### config.mk
export PLATFORM = sky130hd
export DESIGN_NAME = cp0_ctrl
export DESIGN_NICKNAME = d
export VERILOG_FILES = /design/src/rtl/cp0_pkg.sv /design/src/rtl/cp0_ctrl.sv
export SDC_FILE = /design/constraint.sdc
export NUM_CORES = 1
export LEC_CHECK = 0
export BUFFER_PORTS_ARGS = -buffer_cell sky130_fd_sc_hd__buf_2
export CAP_MARGIN = 20
export CORE_MARGIN = 10
export CORE_UTILIZATION = 52
export CTS_CLUSTER_SIZE = 14
export DETAILED_ROUTE_END_ITERATION = 10
export GPL_TIMING_DRIVEN = 1
export HOLD_SLACK_MARGIN = 0.06
export PLACE_DENSITY = 0.83
export SYNTH_ARGS = -nofsm -noshare
export SYNTH_HDL_FRONTEND = slang
export SYNTH_SLANG_ARGS = --single-unit
### constraint.sdc
create_clock -name clk -period 4.15 [get_ports clk]
set_clock_uncertainty 0.2 [all_clocks]
set_input_delay 0.2075 -clock clk [delete_from_list [all_inputs] [get_ports clk]]
set_output_delay 0.2075 -clock clk [all_outputs]
set_load 0.02 [all_outputs]
### src/rtl/cp0_pkg.sv
// Shared CP0 constants: register numbers, exception codes, handler vector and PRId value.
// The PRId register is present only when CP0_PRID_EN is defined.
package cp0_pkg;

   localparam logic [4:0] REG_SR    = 5'd12;
   localparam logic [4:0] REG_CAUSE = 5'd13;
   localparam logic [4:0] REG_EPC   = 5'd14;
   localparam logic [4:0] REG_PRID  = 5'd15;

   localparam logic [4:0] EXC_INT  = 5'd0;
   localparam logic [4:0] EXC_ADEL = 5'd4;
   localparam logic [4:0] EXC_ADES = 5'd5;
   localparam logic [4:0] EXC_RI   = 5'd10;
   localparam logic [4:0] EXC_OV   = 5'd12;

   localparam logic [31:0] HANDLER_PC = 32'h0000_4180;
   localparam logic [31:0] PRID_VALUE = 32'h0000_4220;

endpackage

### src/rtl/cp0_ctrl.sv
// CP0 status/cause/EPC block: raises req for interrupts and M-stage exceptions, serves mfc0/mtc0.
// Optional read-only PRId at register 15 when CP0_PRID_EN is defined.
module cp0_ctrl
   import cp0_pkg::*;
(
   input  logic        clk,
   input  logic        reset,
   input  logic        en,
   input  logic [4:0]  cp0_addr,
   input  logic [31:0] cp0_wdata,
   output logic [31:0] cp0_rdata,
   input  logic [31:0] vpc,
   input  logic        bd_in,
   input  logic [4:0]  exc_code_in,
   input  logic        eret,
   input  logic [5:0]  hw_int,
   output logic        req,
   output logic [31:0] epc_out
);

   logic [5:0]  im;
   logic        exl;
   logic        ie;
   logic        bd;
   logic [5:0]  ip;
   logic [4:0]  exc_code;
   logic [31:0] epc;

   logic        int_req;
   logic        exc_req;
   logic [31:0] epc_base;
   logic [31:0] sr_val;
   logic [31:0] cause_val;

   assign int_req  = ie & ~exl & (|(hw_int & im));
   assign exc_req  = (exc_code_in != EXC_INT) & ~exl;
   assign req      = int_req | exc_req;
   assign epc_base = bd_in ? (vpc - 32'd4) : vpc;
   assign epc_out  = epc;

   assign sr_val    = {16'd0, im, 8'd0, exl, ie};
   assign cause_val = {bd, 15'd0, ip, 3'd0, exc_code, 2'b00};

   always_ff @(posedge clk) begin
      if (reset) begin
         im       <= '0;
         exl      <= 1'b0;
         ie       <= 1'b0;
         bd       <= 1'b0;
         ip       <= '0;
         exc_code <= '0;
         epc      <= '0;
      end else begin
         ip <= hw_int;
         if (req) begin
            exl      <= 1'b1;
            bd       <= bd_in;
            exc_code <= int_req ? EXC_INT : exc_code_in;
            epc      <= {epc_base[31:2], 2'b00};
         end else begin
            if (en && cp0_addr == REG_SR) begin
               im  <= cp0_wdata[15:10];
               exl <= cp0_wdata[1];
               ie  <= cp0_wdata[0];
            end
            if (en && cp0_addr == REG_EPC)
               epc <= cp0_wdata;
            // eret is applied last so it wins over a same-edge SR write of EXL
            if (eret)
               exl <= 1'b0;
         end
      end
   end

   always_comb begin
      cp0_rdata = 32'd0;
      case (cp0_addr)
         REG_SR:    cp0_rdata = sr_val;
         REG_CAUSE: cp0_rdata = cause_val;
         REG_EPC:   cp0_rdata = epc;
`ifdef CP0_PRID_EN
         REG_PRID:  cp0_rdata = PRID_VALUE;
`endif
         default:   cp0_rdata = 32'd0;
      endcase
   end

endmodule

==> results of run 1 <==
[per-stage QoR]
step,util,cells,total power [W],setup slack (ns)
6_report,0.733,664,0.00120,0.846
3_3_place_gp,0.653,614,0.000853,1.58
3_5_place_dp,0.653,614,0.000861,1.52
5_1_grt,0.733,664,0.00124,0.638
4_1_cts,0.731,663,0.00119,0.968
2_1_floorplan,-,429,0.000738,2.15
[Yosys cell counts, types with 2 or more instances]
master / count / area (sq um)
a211oi_1: 13 / 97.6
a21boi_0: 29 / 218
a21oi_1: 7 / 35.0
a22o_1: 11 / 96.3
a31oi_1: 15 / 93.8
and2_1: 2 / 12.5
and3_1: 47 / 294
clkbuf_1: 42 / 158
dfxtp_1: 52 / 1040
inv_1: 5 / 18.8
mux2i_1: 15 / 150
nand2_1: 28 / 105
nand3_1: 6 / 30.0
nand4_1: 6 / 37.5
nor2_1: 8 / 30.0
nor2b_1: 7 / 43.8
nor3_1: 11 / 55.1
nor3b_1: 2 / 15.0
nor4_1: 18 / 113
o21a_1: 3 / 22.5
o21ai_0: 10 / 50.1
o31ai_1: 11 / 82.6
o41ai_1: 19 / 166
or3_1: 13 / 81.3
or3b_2: 6 / 52.6
or4_1: 10 / 75.1
or4_4: 2 / 22.5
xnor2_1: 9 / 78.8
xor2_1: 3 / 26.3
[critical path, delay by kind of cell]
family / cells / cell delay, ns
AOI/OAI and AO/OA: 1 / 0.19
and+or+nand+nor: 3 / 1.70
buffers and inverters: 3 / 1.24
[state kept, by name, summed over array words and instances (netlist names)]
signal    cells
exl           1
exc_code      5
ip            6
ie            1
im            6
bd            1
epc_out      32
[metal layers]
layer  track usage  wire length, um  up-vias
li1              -                -     1976
met3        0.0572             1270       30
met1         0.285             5310     1920
met4        0.0737              256        0
met2         0.398             6290      235
met5             0                0        -
[path summary, 6_finish.rpt]
| kind | to | slack, ns |
|---|---|---|
| worst max-delay path | epc_out[19] | 0.85 |
| worst max register to register | epc_out[17] | 0.99 |
| worst min register to register | im[3] | 0.29 |
| worst min-delay path | epc_out[3] | 0.08 |
[power by group]
part,internal [W],total (W),switching [W]
Combinational,0.000142,0.000329,0.000187
Sequential,0.000535,0.000562,0.0000265
Clock,0.000123,0.000305,0.000182
[cells by family after synthesis]
logic type               after synthesis  synth area share
multiplexers                          16            0.0464
XOR/XNOR                              12            0.0302
AND/OR/NAND/NOR                      176             0.306
flip-flops                            52             0.299
buffers and inverters                 49            0.0543
AO/OA/AOI/OAI                        123             0.261
adder cells (fa/ha/maj)                1           0.00360
[final cells by class]
cell class | count | area share
Timing Repair Buffer | 194 | 0.254
Clock buffer | 5 | 0.0146
Tap cell | 77 | 0.0205
Sequential cell | 52 | 0.221
Inverter | 5 | 0.00399
Clock inverter | 3 | 0.00532
Multi-Input combinational cell | 328 | 0.481
==> metrics.md, run 1 <==
| Metric | Value |
|---|---|
| Mapped Cells | roughly 430 |
| Yosys reg bits | 52 |
| CTS tree | done |
| Hold_buf cts | 41 |
| WHS | 0.0828 ns |
| Reg clk slew, reported paths | 0.10 ns |
| WL/cell | 19.8 um |
| Cell Area, Synth | 0.00348 sq mm |
| Register area | approximately 0.0010 sq mm |
| Pleak | ~2.1 nW |
| GR Overflow Total | 0 |
| Worst vdd ir | between 150 and 200 uV |
| Critical path's slowest cell | or4_1 |
| Most common cell after layout, fill and taps aside | buf_2 |
| Total die area | approximately 0.010 sq mm |
| Ys async rst share | 0 |
| Ports | 150 |
| Seq/Total Area, Yosys | 0.299 |
| # clock sinks | 52 |
| Via density | 6.27 |
| Core Footprint | approximately 0.0064 sq mm |
| Setup violators final | 0 |
| CP startpoint | vpc[4] |
| Drt pass-1 iters | 8 |
| Max Cap Viol | 0 |
| Hold/Removal Path Class | primary input to flop |
| Proportion of layout cells with a drive suffix above 1 | 0.302 |
| Post-synth EDFFs | 0 |
| Crit path max fanout | 12 |
| Slew HR | 0.342 |
| Initial Util | 0.542 |
| Maximum root-to-sink buffer count | 2 |
| Worst-Skew Late Latency | between 0.3 and 0.4 ns |
| RSZ-0062 raised after global routing | no |
| Filler cells | between 500 and 600 |
| Ant. Diodes | 0 |
| Post-synth cell types | 48 |
| Port Buf Inserts | 147 |
| CP startpoint kind | primary input |
| Power Density | ~250 mW/mm^2 |
| Final WL | 13100 um |
| Setup CP Type | primary input to flop |
| Max-slew violations | 0 |
| Post-synth top flop | dfxtp_1 |
| Placement Cell Area | 0.00419 sq mm |
| Initial antenna violation count | 0 |
| Root Driver | clkbuf_8 |
| Avg Inst Size Synth | 8.11 sq um |
| Worst Path Required | about 4.2 ns |
| CP arrival | between 3 and 4 ns |
| Critical Path Most Common Cell | dlygate4sd3_1 |
| Placer congestion estimate | 0.936 |
| First-pass GRT wire length | a little under 20000 um |
| Synthesized net count | a little over 500 |
| Global Route Usage Sum | 0.235 |
| Area grow syn2layout | 35.2% |
| Post-DP HPWL | 9160 um |
| Setup TNS | 0 ns |
| Largest net degree at the start of global routing | 47 |
| Cts bufs inserted | 5 |
| Max stage delay on crit path | approximately 0.63 ns |
| Final ANT Viol Nets | 0 |
| Die width | approximately 100 um |
| Worst-path cell chain | dlygate4sd3_1 -> buf_2 -> nor3_1 -> nand4_1 -> or4_1 -> a31oi_1 -> dlygate4sd3_1 |
| Hold Crit Depth | 3 |
| H-tree Lvls | 2 |
| Worst r2r src | exl |
| Post-CTS Setup Bufs | 0 |
| Status | complete, no violations |
| HP Start | vpc[3] |
| Number of DRC markers in iteration 0 | about 400 |
| Final Instance Area | approximately 0.0047 sq mm |
| Fin crit share | 0.796 |
| CP endpoint kind | flop |
| Gates resized, CTS repair | 0 |
| # rows | 29 |
| Ys Warns | 0 |
| Final hold viol count | 0 |
| Vias in the first global route | just under 4000 |
| Fmax | roughly 0.30 GHz |
| Worst reg-to-reg path cell count | 6 |
| Most frequent cells in the layout | buf_2, dfxtp_1, and3_1 |
| Clock period minus worst slack | 3.30 ns |
| Die H | between 100 and 150 um |
| Multi-input logic area | roughly 0.0023 sq mm |
| Nets | approximately 670 |
| DR vias | 4161 |
| Slew @ Worst Pin | 0.986 ns |
| Residual DRC | 0 |
Note: power is estimated with default switching activity, not from simulation.
==> run 2: changes to the inputs <==
- CORE_UTILIZATION: 52 -> 44
- PLACE_DENSITY: 0.83 -> 0.75
- clock period: 4.15 -> 2.65 ns (I/O delays scaled with it)
==> run 2 against run 1 <==
  * Via count up 0.72%
  * Worst hold slack worse by 0.018 ns
  * Critical path depth unchanged
  * Count of clock-buffer cells in the layout up 1
  * Final cell count up 6.6%
  * Routed wire length up 4.2%
  * Register-to-register slack worse by 0.46 ns
  * Clock power up 44%
  * Combinational power up 63%
==> metrics.md, run 2 (synthesized netlist as in run 1, its figures left out) <==
| Metric | Value |
|---|---|
| Status | complete, no violations |
| Top delay family on crit path | buffers and inverters |
| CP startpoint kind | primary input |
| Worst r2r src | im[0] |
| Global Route Usage Sum | 0.219 |
| Stages on worst setup path | 7 |
| Hold/Removal Path Class | primary input to flop |
| Critical path's slowest cell | dlygate4sd3_1 |
| Power Density | around 380 mW/mm^2 |
| Placement Cell Area | 0.00429 sq mm |
| Die H | around 110 um |
| RSZ-0062 raised after global routing | no |
| Cts bufs inserted | 5 |
| Vias in the first global route | ~4200 |
| Residual DRC | 0 |
| Setup CP Type | primary input to output port |
| Crit path max fanout | 20 |
| Via density | 5.92 |
| Buf/Inv on CP | 4 |
| Most common cell after layout, fill and taps aside | buf_2 |
| Placer congestion estimate | 0.881 |
| H-tree Lvls | 2 |
| Worst-path cell chain | dlygate4sd3_1 -> buf_2 -> a22o_1 -> o311a_1 -> or2_2 -> buf_12 -> buf_2 |
| # clock sinks | 52 |
| Proportion of layout cells with a drive suffix above 1 | 0.308 |
| Drt pass-1 iters | 4 |
| Initial antenna violation count | 0 |
| Worst-Skew Late Latency | approximately 0.30 ns |
| Max-slew violations | 0 |
| First-pass GRT wire length | ~21000 um |
| Worst vdd ir | approximately 230 uV |
| Slew HR | 0.326 |
| DR vias | 4191 |
| Nets | 690 |
| Maximum root-to-sink buffer count | 2 |
| CP arrival | 2.25 ns |
| Largest net degree at the start of global routing | 39 |
| Setup TNS | 0 ns |
| Most frequent cells in the layout | buf_2, dlygate4sd3_1, dfxtp_1 |
| Worst reg-to-reg path cell count | 5 |
| Filler cells | approximately 670 |
| Critical Path Most Common Cell | buf_2 |
| Worst Path Required | about 2.3 ns |
| Final WL | approximately 14000 um |
| CP startpoint | hw_int[0] |
| CP endpoint kind | output port |
| Reg clk slew, reported paths | roughly 0.1 ns |
| Max Cap Viol | 0 |
| Final hold viol count | 0 |
| Setup violators final | 0 |
| Total die area | ~0.012 sq mm |
| Critical Path Sink | req |
| Max reg flops | 32 |
| CTS tree | done |
| WL/cell | 19.3 um |
| Final Instance Area | a little under 0.005 sq mm |
| Final ANT Viol Nets | 0 |
| Die width | roughly 110 um |
| Clock period minus worst slack | approximately 2.6 ns |
| Port Buf Inserts | roughly 150 |
| Fmax | just under 0.4 GHz |
| # rows | 32 |
| Post-DP HPWL | ~9700 um |
| Pleak | approximately 2.2 nW |
| Fin crit share | 0.973 |
| Area grow syn2layout | 41.4% |
| Core Footprint | between 0.007 and 0.008 sq mm |
| Root Driver | clkbuf_8 |
| GR Overflow Total | 0 |
| Slew @ Worst Pin | ~1.0 ns |
| Flop-to-flop setup slack | 0.53 ns |
| Number of DRC markers in iteration 0 | just over 300 |
| Ports | 150 |
| Max stage delay on crit path | about 0.54 ns |
| Initial Util | 0.450 |
| Worst reg2reg path endpoint | exc_code[2] |
## run 2: changes by cell type in the layout (fill, tap and decap cells not counted), sizes merged
cell / previous run / this run
clkinvlp: 1 / 0
clkbuf: 5 / 6
clkinv: 0 / 1
dlygate4sd3: 42 / 53
buf: 152 / 159
inv: 7 / 5
diode: 0 / 2
## run 2: what timing repair did
item | in CTS | in global routing
gates resized for setup | 0 | 5
endpoints found under the setup margin | 0 | 6
setup buffers | 0 | 0
endpoints found under the hold margin | 44 | 0
hold buffers | 53 | 0
## run 2: worst min-delay path by stage
| stage | end | slack [ns] | depth (start not counted) | startpoint |
|---|---|---|---|---|
| 6_report | epc_out[24] | 0.06 | 4 | cp0_wdata[24] |
| 5_1_grt | epc_out[24] | 0.08 | 4 | cp0_wdata[24] |
| 2_1_floorplan | ip[0] | 0.06 | 1 | hw_int[0] |
| 3_5_place_dp | ip[0] | 0.17 | 2 | hw_int[0] |
| 3_3_place_gp | ip[2] | 0.16 | 2 | hw_int[2] |
| 4_1_cts | epc_out[24] | 0.06 | 4 | cp0_wdata[24] |
## run 2: cell type report
cell class | instances | area [sq um] | share of cell area
repair buffers | 212 | 1370 | 0.278
well taps | 102 | 128 | 0.0259
inverters | 5 | 18.8 | 0.00381
flip-flops and latches | 52 | 1040 | 0.212
clock buffers | 6 | 72.6 | 0.0148
diodes | 2 | 5.00 | 0.00102
multi-input cells | 328 | 2280 | 0.464
clock inverters | 1 | 5.00 | 0.00102
## run 2: per-stage QoR
stage	util	hold slack, ns	setup WS, ns	total power, W	instances
4_1_cts	0.634	0.0607	0.000411	0.00184	706
6_report	0.637	0.0645	0.0703	0.00186	708
3_3_place_gp	0.555	0.165	0.534	0.00135	646
2_1_floorplan	-	0.0607	0.647	0.00116	429
3_5_place_dp	0.555	0.170	0.527	0.00136	646
5_1_grt	0.636	0.0777	0.00525	0.00193	706
## run 2: where the power goes
part | internal (W) | switching (W)
Combinational | 0.000239 | 0.000296
Sequential | 0.000838 | 0.0000427
Clock | 0.000181 | 0.000259
## run 2: worst reg2reg max path, cell delays in order (launching register included)
cell     delay (ns)
dfxtp_1        0.34
a22o_1         0.23
o311a_1        0.36
buf_4          0.27
or3b_2         0.50
a21oi_1        0.15
## run 2: routing by layer
metal / global-route usage / up-vias / share of wire
li1: - / 2010 / -
met1: 0.253 / 1980 / 0.40
met2: 0.395 / 169 / 0.51
met3: 0.0454 / 32 / 0.067
met4: 0.0706 / 0 / 0.024
met5: 0 / - / 0
==> run 3: changes to the inputs <==
- ABC_AREA: unset -> 1
- SETUP_SLACK_MARGIN: unset -> 0.3
==> run 3 against run 2 <==
  * Routed wire length is 0.90% lower
  * Highest routed layer unchanged
  * Non-clock buffer count is 5 lower
  * Sequential cell count stayed put
  * Largest cell class unchanged
==> metrics.md, run 3 <==
| Metric | Value |
|---|---|
| Status | complete, no violations |
| Slew HR | 0.623 |
| CP endpoint kind | flop |
| Pleak | approximately 2.4 nW |
| Multi-input logic area | 0.00199 sq mm |
| Hold EP | epc_out[31] |
| Ys Warns | 0 |
| Final WL | between 10000 and 15000 um |
| # rows | 32 |
| Post-synth EDFFs | 0 |
| Proportion of layout cells with a drive suffix above 1 | 0.241 |
| Yosys reg bits | 52 |
| Cts bufs inserted | 5 |
| Final Instance Area | ~0.005 sq mm |
| Fin crit share | 0.819 |
| Worst Path Required | about 2.6 ns |
| Area grow syn2layout | 40.3% |
| Power, Total | 0.00188 W |
| Clock network fraction of design power | 0.240 |
| Port Buf Inserts | 147 |
| Placer congestion estimate | between 0.8 and 0.9 |
| Filler cells | 714 |
| Most frequent cells in the layout | buf_2, nand2_1, inv_1 |
| Slew @ Worst Pin | 0.565 ns |
| Part of the power in registers | 0.468 |
| Worst reg-to-reg path cell count | 9 |
| Worst reg2reg path endpoint | epc_out[14] |
| Residual DRC | 0 |
| Int Pwr | 0.00124 W |
| Reg clk slew, reported paths | around 0.090 ns |
| Hold/Removal Path Class | primary input to flop |
| Most common cell after layout, fill and taps aside | buf_2 |
| Worst r2r src | im[0] |
| Setup CP Type | primary input to flop |
| CP startpoint kind | primary input |
| CP arrival | 2.16 ns |
| GR Overflow Total | 0 |
| Initial antenna violation count | 1 |
| Setup TNS | 0 ns |
| Cell Area, Synth | around 0.0035 sq mm |
| DR vias | 4465 |
| Fmax | 0.461 GHz |
| WHS | slightly below 0.08 ns |
| Net Sw Power | ~0.00064 W |
| Placement Cell Area | around 0.0043 sq mm |
| Mapped Cells | 571 |
| Flop-to-flop setup slack | around 0.60 ns |
| Max Cap Viol | 0 |
| Die width | around 110 um |
| WL/cell | ~16 um |
| Clock period minus worst slack | 2.17 ns |
| Number of DRC markers in iteration 0 | between 300 and 400 |
| Worst-Skew Late Latency | 0.31 ns |
| Via density | around 5.1 |
| Post-synth top flop | dfxtp_1 |
| Global Route Usage Sum | 0.219 |
| Power Density | between 300 and 400 mW/mm^2 |
| CTS tree | done |
| Gates resized, CTS repair | 0 |
| Switching share of power | 0.339 |
| Core Footprint | just under 0.008 sq mm |
| Drt pass-1 iters | 5 |
| Ys async rst share | 0 |
| Logic gate share of total power | 0.292 |
| Top cells by count, synth | nand2_1, inv_1, nor2_1 |
| Max-slew violations | 0 |
| Nets | 850 |
| Final hold viol count | 0 |
| Area leader, netlist | dfxtp_1 |
| Avg Inst Size Synth | ~6 sq um |
| Maximum root-to-sink buffer count | 2 |
| Synthesized net count | between 600 and 700 |
| Final ANT Viol Nets | 0 |
| Initial Util | 0.453 |
| Ports | 150 |
| RSZ-0062 raised after global routing | no |
| Seq/Total Area, Yosys | 0.298 |
| Max reg flops | 32 |
| Post-synth top area share | 0.298 |
| Post-synth cell types | 32 |
| Vias in the first global route | around 4300 |
| Crit path max fanout | 34 |
| Largest net degree at the start of global routing | 35 |
| Die H | roughly 110 um |
| Final Util | 0.635 |
| Register area | between 0.001 and 0.0015 sq mm |
| Hold Crit Depth | 5 |
| Ranking of synthesized cells by area | dfxtp_1, nand2_1, inv_1 |
| # clock sinks | 52 |
| Total die area | about 0.012 sq mm |
| H-tree Lvls | 2 |
| HP Start | vpc[31] |
| First-pass GRT wire length | approximately 21000 um |
| Setup violators final | 0 |
| Root Driver | clkbuf_8 |
| Most common cell in the netlist | nand2_1 |
| Worst vdd ir | 263 uV |
| Post-DP HPWL | between 10000 and 15000 um |
## run 3: final cells by class
class,instances,area share
clock buffers,5,0.0140
clock inverters,3,0.00382
multi-input cells,407,0.405
repair buffers,207,0.268
flip-flops and latches,52,0.212
inverters,91,0.0699
well taps,102,0.0260
diodes,1,0.000510
## run 3: cell families after synthesis
| family | count (synthesis) | share of synthesized area |
|---|---|---|
| xor+xnor | 16 | 0.0401 |
| fa+ha+maj | 1 | 0.00358 |
| buf+inv | 112 | 0.133 |
| compound gates | 99 | 0.157 |
| simple gates | 291 | 0.368 |
| flops | 52 | 0.298 |
## run 3: critical path: stages
cell           delay [ns]
dlygate4sd3_1        0.54
buf_2                0.13
nand2_1              0.05
nand2_1              0.07
a21oi_1              0.04
nand2_1              0.10
nand2_2              0.10
nand2_4              0.32
clkinv_2             0.32
o21ai_0              0.24
a21oi_1              0.09
## run 3: per-stage QoR
| stage | setup slack, ns | cells |
|---|---|---|
| global placement | 0.701 | 805 |
| global route | 0.371 | 868 |
| finish | 0.479 | 868 |
| detailed placement | 0.654 | 805 |
| floorplan | 1.11 | 571 |
| CTS | 0.472 | 865 |
## run 3: layer usage
layer,share of wire,global-route usage
met5,0,0
met4,0.028,0.0838
met3,0.091,0.0442
met2,0.47,0.362
met1,0.41,0.274
## run 3: what timing repair did
action	CTS	global route
hold endpoints to repair	49	0
buffers inserted	0	2
hold buffers	52	0
setup endpoints to repair	0	1
## run 3: power groups by stage
stage               Sequential (W)  Clock [W]  Combinational (W)
floorplan                 0.000937          0           0.000235
global placement          0.000894          0           0.000470
detailed placement        0.000895          0           0.000478
CTS                       0.000877   0.000451           0.000539
global route              0.000884   0.000489           0.000601
finish                    0.000878   0.000451           0.000548
## run 3: how the worst max path moves through the flow
| stage | from | to | slack, ns | depth (start not counted) |
|---|---|---|---|---|
| floorplan | cp0_addr[3] | cp0_rdata[3] | 1.11 | 6 |
| global placement | im[0] | epc_out[14] | 0.70 | 9 |
| detailed placement | im[0] | epc_out[14] | 0.65 | 9 |
| CTS | exc_code_in[2] | im[3] | 0.47 | 9 |
| global route | hw_int[1] | epc_out[25] | 0.37 | 12 |
| finish | hw_int[2] | epc_out[14] | 0.48 | 11 |
